`src/rtl/pdm_decoder_pkg.sv`:
```
// Shared constants and types for the PDM receive path.
// The CIC register width follows from the order and the decimation ratio.
package pdm_decoder_pkg;

  localparam int CIC_ORDER      = 3;
  localparam int PDM_DECIMATION = 256;

  typedef logic [15:0] amplitude;

  // Bit growth of an order-N CIC at ratio R is N*log2(R); one extra bit holds exact full scale.
  function automatic int cic_acc_bits(input int decimation);
    return CIC_ORDER * $clog2(decimation) + 1;
  endfunction

endpackage

```
`src/rtl/pdm_decoder.sv`:
```
// 1-bit PDM to unsigned PCM converter: CIC integrators at CLOCK_50, combs at CLOCK_50/DECIMATION.
// Output is the top bits of the comb result, saturated at exact full scale.
module pdm_decoder
  import pdm_decoder_pkg::*;
#(
  parameter int DECIMATION = PDM_DECIMATION,
  parameter int OUT_BITS   = $bits(amplitude)
) (
  input  logic                CLOCK_50,
  input  logic                reset,
  input  logic                enable,
  input  logic                din,
  output logic [OUT_BITS-1:0] out,
  output logic                out_valid
);

  localparam int ACC_BITS  = cic_acc_bits(DECIMATION);
  localparam int CNT_BITS  = $clog2(DECIMATION);
  localparam int WARM_DONE = CIC_ORDER + 1;

  typedef logic [ACC_BITS-1:0] acc_t;

  logic [CNT_BITS-1:0] cnt_q, cnt_d;
  logic [2:0]          warm_q, warm_d;
  logic [OUT_BITS-1:0] out_q, out_d;
  logic                out_valid_q, out_valid_d;
  logic                dec_strobe;
  acc_t                x;

  // Bit ACC_BITS-1 is only reachable at exact full scale, which maps to all-ones.
  function automatic logic [OUT_BITS-1:0] scale_out(input acc_t c);
    logic [ACC_BITS+OUT_BITS-2:0] wide;
    wide = {c[ACC_BITS-2:0], {OUT_BITS{1'b0}}};
    if (c[ACC_BITS-1]) return '1;
    return OUT_BITS'(wide >> (ACC_BITS - 1));
  endfunction

  assign x = {{(ACC_BITS-1){1'b0}}, din};

  for (genvar k = 0; k < CIC_ORDER; k++) begin : g_stage
    acc_t integ_q, integ_d;
    acc_t delay_q, delay_d;
    acc_t integ_in, comb_in, comb;

    if (k == 0) begin : g_first
      assign integ_in = x;
      assign comb_in  = g_stage[CIC_ORDER-1].integ_q;
    end else begin : g_rest
      assign integ_in = g_stage[k-1].integ_q;
      assign comb_in  = g_stage[k-1].comb;
    end

    always_comb begin
      integ_d = enable ? integ_q + integ_in : integ_q;
      comb    = comb_in - delay_q;
      delay_d = dec_strobe ? comb_in : delay_q;
    end

    always_ff @(posedge CLOCK_50 or posedge reset) begin
      if (reset) begin
        integ_q <= '0;
        delay_q <= '0;
      end else begin
        integ_q <= integ_d;
        delay_q <= delay_d;
      end
    end
  end

  always_comb begin
    dec_strobe  = enable && (cnt_q == CNT_BITS'(DECIMATION - 1));
    cnt_d       = enable ? cnt_q + CNT_BITS'(1) : cnt_q;
    warm_d      = warm_q;
    out_d       = out_q;
    out_valid_d = 1'b0;
    if (dec_strobe) begin
      // Samples during warm-up still update out, only the strobe is held back.
      if (warm_q != 3'(WARM_DONE)) warm_d = warm_q + 3'd1;
      out_d       = scale_out(g_stage[CIC_ORDER-1].comb);
      out_valid_d = (warm_q == 3'(WARM_DONE));
    end
  end

  always_ff @(posedge CLOCK_50 or posedge reset) begin
    if (reset) begin
      cnt_q       <= '0;
      warm_q      <= '0;
      out_q       <= '0;
      out_valid_q <= 1'b0;
    end else begin
      cnt_q       <= cnt_d;
      warm_q      <= warm_d;
      out_q       <= out_d;
      out_valid_q <= out_valid_d;
    end
  end

  assign out       = out_q;
  assign out_valid = out_valid_q;

endmodule
```
`config.mk`:
```
export PLATFORM = sky130hd
export DESIGN_NAME = pdm_decoder
export DESIGN_NICKNAME = d
export VERILOG_FILES = /design/src/rtl/pdm_decoder_pkg.sv /design/src/rtl/pdm_decoder.sv
export SDC_FILE = /design/constraint.sdc
export NUM_CORES = 1
export LEC_CHECK = 0
export ABC_AREA = 1
export ABC_CLOCK_PERIOD_IN_PS = 5200
export BUFFER_PORTS_ARGS = -buffer_cell sky130_fd_sc_hd__buf_2
export CORE_UTILIZATION = 58
export DETAILED_ROUTE_END_ITERATION = 10
export PLACE_DENSITY_LB_ADDON = 0.2
export SLEW_MARGIN = 25
export SYNTH_ARGS = -nofsm -noshare
export SYNTH_HDL_FRONTEND = slang
export SYNTH_SLANG_ARGS = --single-unit
```
`constraint.sdc`:
```
create_clock -name CLOCK_50 -period 5.2 [get_ports CLOCK_50]
set_input_delay 0.52 -clock CLOCK_50 [delete_from_list [all_inputs] [get_ports CLOCK_50]]
set_output_delay 0.52 -clock CLOCK_50 [all_outputs]
set_load 0.01 [all_outputs]
```
==> impl_metrics.yaml <==
sta:
  fin_crit_sh: 0.965
  maxSlewViolCount: 0
  worst_pin_slew_ps: 805
  hold_viol: 0
  setup_ws_ps: 182
  rsz0062_at_grt: "yes"
  fmax_mhz: 199
  skew_ps: 12.8
  setup_violations: 0
  maxSlewHeadroom: 0.463
  fin_crit_ps: 5020
power_and_ir_drop:
  netSwitchingFraction: 0.491
  power_frac_comb: 0.631
  p_clk_frac: 0.156
  p_leak_uw: 0.00763
  internal_power_uw: 4410
  seq_power_share: 0.213
  p_per_area_nw_per_um2: 589
  max-vdd-ir-drop_v: 0.000352
  netSwitchingPower_uw: 4260
flow_run:
  cap_viol_max_count: 0
logic_synthesis:
  syn_inst: 1770
  synth-async-reset-ratio: 1.00
  ys_warn_count: 0
  ys_ff_latch: 178
  syn_area_sq_um: 13200
  synth_edf_count: 0
  syn-num-nets: 1902
  ys_types: 47
  syn_avg_cell_area_sq_um: 7.46
  ys.flop_type: "dfrtp_1"
  yosysSeqAreaShare: 0.337
cts:
  cts_root_buf: "clkbuf_16"
  tritoncts: "built"
  cts_buffer_depth: 2
  clock_latency_ps: 440
  cts.sinks: 178
  cts_max_level: 4
  clkTransAtPathRegs_ps: 70
  numCtsBuffers: 17
setup_path:
  arrival_ps: 5400
  worstSetupStartpointType: "flip-flop"
  critPathSlowestCell: "ha_2"
  crit_start: "g_stage[0].comb_in[0]$_DFFE_PP0P_"
  crit_required_ps: 5580
  endpoint_kind: "flip-flop"
  path_class: "reg2reg"
  cpPeakStageDelay_ps: 420
  crit_fanout: 8
  r2r_start: "g_stage[0].comb_in[0]$_DFFE_PP0P_"
  cpMostUsedCell: "nand2_1"
grt:
  grt_overflow_total: 0
  antenna_found_initial: 0
  grt_pass1_wl_microns: 49700
  grt_max_degree: 179
  grt_pass1_vias: 11211
  grt_usage: 0.260
die:
  die_h_microns: 153
  die_w_microns: 153
  core_sq_um: 22100
  num_rows: 54
  die_area_sq_um: 23400
  start_util: 0.598
  num_io_pins: 21
detailed_routing:
  first_iter_violations: 611
  viasPerCell: 5.44
  ant_nets: 0
  vias: 11376
  drt_wl_total_microns: 29500
  drc: 0
  wl_per_cell_microns: 14.1
  first_pass_iters: 5
placement:
  gp_congestion: 0.909
  placed_area_sq_um: 13600
  port_buffers: 20
  dp_hpwl_microns: 21400
  preCtsSetupSlack_ps: -116
layout:
  fin_nets: 1932
  antenna_cells: 0
  layout_commonest_cell: "nand2_1"
  final_layout_size_suffix_gt1_frac: 0.121
  mostFrequentLayoutCells: "nand2_1 (432), inv_1 (221), dfrtp_1 (178)"
  area_growth_pct: 11.5
  fin_area_sq_um: 14700
status:
  outcome: "complete, no violations"
hold_path:
  min_path_type: "in2async"
[flip-flops by register name, summed over array words and instances (netlist names)]
name and cells:
out 16, cnt_q 8, g_stage.comb_in 25, g_stage.integ_q 50, g_stage.delay_q 75, warm_q 3
out_valid 1
[through the flow]
stage | std cells | utilization | hold slack, ps | setup TNS, ps | total power (uW)
6_report | 2093 | 0.667 | 175 | 0 | 8670
5_1_grt | 2093 | 0.667 | 210 | -1510 | 9420
4_1_cts | 2080 | 0.644 | 309 | 0 | 8060
3_5_place_dp | 2047 | 0.615 | 456 | -226 | 6640
3_3_place_gp | 2047 | 0.615 | 459 | 0 | 6540
2_1_floorplan | 1770 | - | 442 | 0 | 5630
[layout make-up]
cell class | count | area [sq um]
clock buffers | 19 | 453
clock inverters | 13 | 164
fillers | 1939 | 7370
inverters | 230 | 871
multi-input cells | 1330 | 8130
flip-flops and latches | 178 | 4450
well taps | 280 | 350
repair buffers | 43 | 309
[power groups by stage]
stage	combinational [uW]	clock (uW)	sequential [uW]
final	5470	1350	1850
after global routing	6110	1430	1880
after CTS	4830	1380	1850
after detailed placement	4770	0	1870
after global placement	4690	0	1860
after floorplan	3830	0	1790
[cells in the mapped netlist, types with 23 or more instances]
master / instances / area share
inv_1: 226 / 0.064
dfrtp_1: 178 / 0.34
nand2_1: 441 / 0.13
ha_1: 124 / 0.12
o21ai_0: 142 / 0.054
xnor2_1: 35 / 0.023
or2_2: 30 / 0.014
o21ai_1: 26 / 0.0099
nand3_1: 74 / 0.028
a21oi_1: 123 / 0.047
clkbuf_1: 23 / 0.0065
nor2_1: 111 / 0.032
xor2_1: 68 / 0.045
[logic make-up (layout without fill, tap and decap cells)]
group                      count (synthesis)  in the layout  synth area share
AOI/OAI and AO/OA                        351            351             0.143
buffers and inverters                    263            305            0.0773
DFF                                      178            178             0.337
adders and majority gates                128            128             0.124
and+or+nand+nor                          747            748             0.251
xor gates and xnor gates                 103            103            0.0683
[per-layer routing]
layer | global-route usage | wire, microns
met5 | 0 | 0
met4 | 0.0962 | 886
met3 | 0.0335 | 489
met2 | 0.494 | 15100
met1 | 0.295 | 13100
[worst paths after layout]
check	slack [ps]	cells after the start	end
min reg2reg	470	1	warm_q[2]$_DFFE_PP0P_
max in group asynchronous	4120	4	g_stage[0].integ_q[10]$_DFFE_PP0P_
min in group CLOCK_50	320	2	cnt_q[0]$_DFFE_PP0P_
max reg2reg	180	31	out[15]$_DFFE_PP0P_
max	180	31	out[15]$_DFFE_PP0P_
min	180	3	g_stage[2].delay_q[4]$_DFFE_PP0P_
[repair_timing]
action	4_1_cts	5_1_grt
setup endpoints to repair	16	16
hold buffers	0	0
resized for setup	4	80
buffers inserted	1	11
pin swaps	1	39
gates cloned	0	1
[worst max-delay path, delay by kind of cell (launching register included)]
kind | cells | cell delay [ps]
AO/OA/AOI/OAI | 7 | 1030
adder cells (fa/ha/maj) | 4 | 1230
AND/OR/NAND/NOR | 12 | 1220
flip-flops | 1 | 400
buffers and inverters | 6 | 670
XOR/XNOR | 2 | 400
Power figures use the tool's default switching activity.
